## config.mk

```make
export PLATFORM = sky130hd
export DESIGN_NAME = message_compose_buffer
export DESIGN_NICKNAME = d
export VERILOG_FILES = /design/src/rtl/message_compose_buffer_pkg.sv /design/src/rtl/compose_char_ram.sv /design/src/rtl/message_compose_buffer.sv
export SDC_FILE = /design/constraint.sdc
export NUM_CORES = 1
export LEC_CHECK = 0
export CAP_MARGIN = 20
export CORE_UTILIZATION = 60
export CTS_CLUSTER_DIAMETER = 200
export CTS_CLUSTER_SIZE = 40
export DETAILED_ROUTE_END_ITERATION = 7
export GPL_TIMING_DRIVEN = 0
export PLACE_DENSITY = 0.87
export SYNTH_ARGS = -nofsm -noshare
export SYNTH_HDL_FRONTEND = slang
export SYNTH_SLANG_ARGS = --single-unit
```

## constraint.sdc

```tcl
create_clock -name fpga_clock -period 3.4 [get_ports fpga_clock]
set_clock_uncertainty 0.1 [all_clocks]
set_input_delay 0.68 -clock fpga_clock [delete_from_list [all_inputs] [get_ports fpga_clock]]
set_output_delay 0.68 -clock fpga_clock [all_outputs]
set_load 0.02 [all_outputs]
```

## src/rtl/message_compose_buffer_pkg.sv

```systemverilog
// Shared types and character constants for the message compose buffer.
// Holds the FSM state encoding and the keystroke classifier.
package message_compose_buffer_pkg;

    typedef enum logic [2:0] {
        ST_COLLECT  = 3'd0,
        ST_ACK      = 3'd1,
        ST_WAIT_LOW = 3'd2,
        ST_SEND     = 3'd3,
        ST_TERM     = 3'd4
    } state_e;

    typedef enum logic [1:0] {
        CH_PRINT = 2'd0,
        CH_BS    = 2'd1,
        CH_LF    = 2'd2,
        CH_OTHER = 2'd3
    } char_class_e;

    localparam logic [7:0] ASCII_BS       = 8'h08;
    localparam logic [7:0] ASCII_LF       = 8'h0A;
    localparam logic [7:0] ASCII_PRINT_LO = 8'h20;
    localparam logic [7:0] ASCII_PRINT_HI = 8'h7E;
    localparam logic [7:0] EMOJI_LO       = 8'd128;
    localparam logic [7:0] EMOJI_HI       = 8'd131;

    function automatic char_class_e classify_char(input logic [7:0] c);
        char_class_e cls;
        if ((c >= ASCII_PRINT_LO && c <= ASCII_PRINT_HI) ||
            (c >= EMOJI_LO && c <= EMOJI_HI)) begin
            cls = CH_PRINT;
        end else if (c == ASCII_BS) begin
            cls = CH_BS;
        end else if (c == ASCII_LF) begin
            cls = CH_LF;
        end else begin
            cls = CH_OTHER;
        end
        return cls;
    endfunction

endpackage

```

## src/rtl/compose_char_ram.sv

```systemverilog
// Character store for the compose line: one write port, two asynchronous
// read ports (display and send), kept simple so it maps to distributed RAM.
module compose_char_ram #(
    parameter int unsigned DEPTH  = 32,
    parameter int unsigned ADDR_W = 5
) (
    input  logic              clk,
    input  logic              we,
    input  logic [ADDR_W-1:0] waddr,
    input  logic [7:0]        wdata,
    input  logic [ADDR_W-1:0] disp_addr,
    output logic [7:0]        disp_data,
    input  logic [ADDR_W-1:0] send_addr,
    output logic [7:0]        send_data
);

    logic [7:0] mem [DEPTH];

    always_ff @(posedge clk) begin
        if (we) begin
            mem[waddr] <= wdata;
        end
    end

    assign disp_data = mem[disp_addr];
    assign send_data = mem[send_addr];

endmodule

```

## src/rtl/message_compose_buffer.sv

```systemverilog
// Assembles keystrokes from the PS/2 wrapper into a message line and, on
// Enter, streams the line plus a line-feed terminator to the transmitter.
module message_compose_buffer
    import message_compose_buffer_pkg::*;
#(
    parameter int unsigned MAX_LEN = 32,
    parameter int unsigned ADDR_W  = 5
) (
    input  logic              fpga_clock,
    input  logic              reset,
    input  logic              char_valid,
    input  logic [7:0]        char_ascii,
    output logic              char_ack,
    output logic [7:0]        tx_data,
    output logic              tx_valid,
    input  logic              tx_ready,
    input  logic [ADDR_W-1:0] rd_addr,
    output logic [7:0]        rd_data,
    output logic [ADDR_W:0]   length,
    output logic              buffer_full,
    output logic              sending
);

    localparam int unsigned   LEN_W   = ADDR_W + 1;
    localparam logic [LEN_W-1:0] LEN_MAX = LEN_W'(MAX_LEN);
    localparam logic [LEN_W-1:0] LEN_ONE = LEN_W'(1);

    state_e            state_q, state_d;
    logic [LEN_W-1:0]  len_q, len_d;
    logic [ADDR_W-1:0] idx_q, idx_d;
    logic              enter_q, enter_d;

    logic              ram_we;
    logic [ADDR_W-1:0] ram_waddr;
    logic [7:0]        disp_data;
    logic [7:0]        send_data;

    compose_char_ram #(
        .DEPTH  (MAX_LEN),
        .ADDR_W (ADDR_W)
    ) u_ram (
        .clk       (fpga_clock),
        .we        (ram_we),
        .waddr     (ram_waddr),
        .wdata     (char_ascii),
        .disp_addr (rd_addr),
        .disp_data (disp_data),
        .send_addr (idx_q),
        .send_data (send_data)
    );

    always_ff @(posedge fpga_clock) begin
        if (reset) begin
            state_q <= ST_COLLECT;
            len_q   <= '0;
            idx_q   <= '0;
            enter_q <= 1'b0;
        end else begin
            state_q <= state_d;
            len_q   <= len_d;
            idx_q   <= idx_d;
            enter_q <= enter_d;
        end
    end

    always_comb begin
        state_d   = state_q;
        len_d     = len_q;
        idx_d     = idx_q;
        enter_d   = enter_q;
        ram_we    = 1'b0;
        ram_waddr = len_q[ADDR_W-1:0];

        case (state_q)
            ST_COLLECT: begin
                if (char_valid) begin
                    case (classify_char(char_ascii))
                        CH_PRINT: begin
                            if (len_q != LEN_MAX) begin
                                ram_we = 1'b1;
                                len_d  = len_q + LEN_ONE;
                            end
                        end
                        CH_BS: begin
                            if (len_q != '0) begin
                                len_d = len_q - LEN_ONE;
                            end
                        end
                        CH_LF: begin
                            if (len_q != '0) begin
                                enter_d = 1'b1;
                            end
                        end
                        default: ;
                    endcase
                    state_d = ST_ACK;
                end
            end
            ST_ACK: begin
                state_d = ST_WAIT_LOW;
            end
            // The wrapper's data_ready can linger after the ack; wait it out
            // so one keystroke is never consumed twice.
            ST_WAIT_LOW: begin
                if (!char_valid) begin
                    if (enter_q) begin
                        enter_d = 1'b0;
                        idx_d   = '0;
                        state_d = ST_SEND;
                    end else begin
                        state_d = ST_COLLECT;
                    end
                end
            end
            ST_SEND: begin
                if (tx_ready) begin
                    if ({1'b0, idx_q} == len_q - LEN_ONE) begin
                        idx_d   = '0;
                        state_d = ST_TERM;
                    end else begin
                        idx_d = idx_q + 1'b1;
                    end
                end
            end
            ST_TERM: begin
                if (tx_ready) begin
                    len_d   = '0;
                    idx_d   = '0;
                    state_d = ST_COLLECT;
                end
            end
            default: begin
                state_d = ST_COLLECT;
            end
        endcase
    end

    // The buffer is frozen while sending, so send_data is stable under stall.
    always_comb begin
        tx_valid = 1'b0;
        tx_data  = 8'h00;
        if (state_q == ST_SEND) begin
            tx_valid = 1'b1;
            tx_data  = send_data;
        end else if (state_q == ST_TERM) begin
            tx_valid = 1'b1;
            tx_data  = ASCII_LF;
        end
    end

    assign char_ack    = (state_q == ST_ACK);
    assign sending     = tx_valid;
    assign length      = len_q;
    assign buffer_full = (len_q == LEN_MAX);
    assign rd_data     = ({1'b0, rd_addr} < len_q) ? disp_data : 8'h00;

endmodule

```

==> flow_metrics.env <==
export IMPL_outcome="finished with violations"
export IMPL_violations="DRC, setup timing"
export IMPL_netlist_cell_type_count=60
export IMPL_vias=9095
export IMPL_synth_top_family_by_area="multiplexers"
export IMPL_finalWirelength_mm=41.64
export IMPL_ys_ff_latch=276
export IMPL_power_density_nw_per_um2=387.1
export IMPL_clk_path_buf_depth=3
export IMPL_drt_pass1_iter_count=8
export IMPL_start_util_pct=61.35
export IMPL_max_stage_delay_ns=0.57
export IMPL_antenna_found_initial=1
export IMPL_synth_edff_count=256
export IMPL_cpMostUsedCell="mux4_2"
export IMPL_worst_slack_ns=-0.1531
export IMPL_yosysSeqAreaShare_pct=60.41
export IMPL_grt_max_degree=42
export IMPL_synth_nets=767
export IMPL_p_leak_nw=4.849
export IMPL_core_area_um2=21820
export IMPL_grt_pass1_wl_mm=58.15
export IMPL_synthSimpleGateAreaFrac_pct=5.832
export IMPL_setup_violations=9
export IMPL_synth_mux_area_share_pct=25.72
export IMPL_hold_viol=0
export IMPL_drtAntennaViolNets=0
export IMPL_synth_fa_ha_area_share_pct=0.9346
export IMPL_instances_no_fill=1111
export IMPL_syn_cell_area_um2=13390
export IMPL_drv_cap=0
export IMPL_numCtsBuffers=10
export IMPL_die_height_um=151.4
export IMPL_grt_pass1_vias=8555
export IMPL_synth_common_cells="edfxtp_1, mux4_2, nor2_1"
export IMPL_rows=54
export IMPL_yosys_area_top_type_share_pct=57.42
export IMPL_wire_per_inst_um=37.48
export IMPL_whs_ns=0.4285
export IMPL_end_kind="primary output"
export IMPL_synth_yosys_warnings=0
export IMPL_drive_gt1_share_pct=40.53
export IMPL_cts_sinks=276
export IMPL_hp_class="reg2reg"
export IMPL_placed_cell_area_um2=14230
export IMPL_synth_compound_area_share_pct=4.813
export IMPL_max_clock_freq_mhz=281.4
export IMPL_drc_errors=8
export IMPL_slew_headroom_pct=38.02
export IMPL_rsz0062_at_grt="true"
export IMPL_dp_slack_ns=-1.782
export IMPL_critPathRequiredTime_ns=2.62
export IMPL_slew_viol_final=0
export IMPL_p_total_mw=6.083
export IMPL_clk_latency_ns=0.50
export IMPL_ys_flop_type="edfxtp_1"
export IMPL_cts_root_buf="clkbuf_16"
export IMPL_fin_crit_sh_pct=104.5
export IMPL_numPortBuffers=41
export IMPL_overflow=0
export IMPL_netlist_instances=740
export IMPL_cts_htree_levels=1
export IMPL_io_pins=43
export IMPL_dp_cells=1064
export IMPL_worst_ep_arrival_time_ns=2.77
export IMPL_post_route_min_period_ns=3.553
export IMPL_routabilityCongestion=0.9337
export IMPL_area_growth_syn_to_layout_pct=17.37
export IMPL_crit_chain="buf_12, buf_16, mux4_2, mux4_2, a22o_1, buf_6"
export IMPL_syn_avg_cell_area_um2=18.09
export IMPL_hold_buffers=0
export IMPL_die_area_um2=22910
export IMPL_ir_drop_uv=304.3
export IMPL_worstSetupStartpointType="register"
export IMPL_fin_area_um2=15710
export IMPL_postSynth_asyncResetShare_pct=0
export IMPL_hpwl_mm=24.68
export IMPL_critPathSlowestCell="mux4_2"
export IMPL_vias_per_cell=8.186
export IMPL_cts_tree="built"
export IMPL_grt_total_usage_pct=36.85
export IMPL_crit_type="reg2out"
export IMPL_drt_iter0_markers=1807
export IMPL_nets=853
export IMPL_tightest_slew_ns=0.9247
export IMPL_path_clk_slew_ns=0.13
export IMPL_die_w_um=151.4
export IMPL_synth_most_common_cell="edfxtp_1"
export IMPL_ys_top_cells_by_area="edfxtp_1, mux4_2, dfxtp_1"
export IMPL_synth_xor_area_share_pct=0.3925
export IMPL_synth_largest_area_cell="edfxtp_1"
export IMPL_path_max_fanout=7
## cell families after synthesis
group | count (synthesis)
xor+xnor | 6
mux | 159
fa+ha+maj | 10
compound gates | 86
flops | 276
simple gates | 144
buf+inv | 59
## report_power, final
group          internal, mW  leakage (nW)  switching, mW
logic                 0.301          2.23          0.394
registers              3.72          2.47         0.0158
clock network         0.679         0.153          0.979
## repair_timing
action                                  in CTS  in global routing
resized for setup                          294                 35
setup buffers                               15                 11
gates cloned                                 5                  3
pin swaps                                    9                 12
endpoints found under the setup margin     278                 16
## registers in the layout, indices dropped and copies added, names as in the netlist, named ones only
register	count
enter_q	1
idx_q	5
u_ram.mem	256
state_q	3
length	6
## per-stage QoR
stage	setup TNS, ns	utilization [%]
after global routing	-1.317	71.98
after floorplan	0	-
after CTS	-0.4927	70.77
after detailed placement	-437.64	65.21
after global placement	-397.89	64.83
final	-1.075	72.00
## critical path: cells and delay by family, from the launching register on
kind / cells / cell delay (ns)
compound gates: 1 / 0.27
buf+inv: 3 / 0.48
flops: 1 / 0.41
mux: 2 / 1.09
## worst paths after layout
path / startpoint / end / slack (ns) / depth (start not counted)
worst max-delay path: register / tx_data[7] / -0.15 / 6
worst min-delay path: enter_q / enter_q / 0.43 / 2
worst max register to register: length[0] / u_ram.mem[21][4] / 0.38 / 8
worst min register to register: enter_q / enter_q / 0.43 / 2
## per-layer routing
layer / wire, um / part of all wire, % / GRT usage (%)
met4: 2084 / 5.0 / 15.85
met5: 0 / 0 / 0
met3: 6695 / 16 / 9.337
met1: 13560 / 33 / 49.58
met2: 19300 / 46 / 57.58
## placed cells by master, fill, tap and decap left out, types with 7 or more instances in the layout
cell / instances
a21oi_1: 14
a22o_1: 12
buf_12: 13
buf_16: 11
buf_2: 9
buf_4: 22
buf_6: 17
clkbuf_1: 9
clkbuf_16: 15
clkbuf_4: 9
clkdlybuf4s50_1: 16
dfxtp_1: 15
edfxtp_1: 256
ha_1: 10
inv_1: 9
mux4_2: 148
nand2_1: 23
nand3_1: 16
nor2_1: 11
nor2_4: 31
nor2b_1: 16
nor3_1: 7
## layout make-up
class | count | area, um2
buffer | 44 | 528.0
antenna | 2 | 5.005
clock buffer | 14 | 286.5
multi-input combinational | 405 | 5415
timing repair buffer | 79 | 957.2
inverter | 10 | 37.54
tap | 280 | 350.3
clock inverter | 1 | 30.03
fill | 1209 | 6110
sequential | 276 | 8104
(Power assumes the default switching activity.)
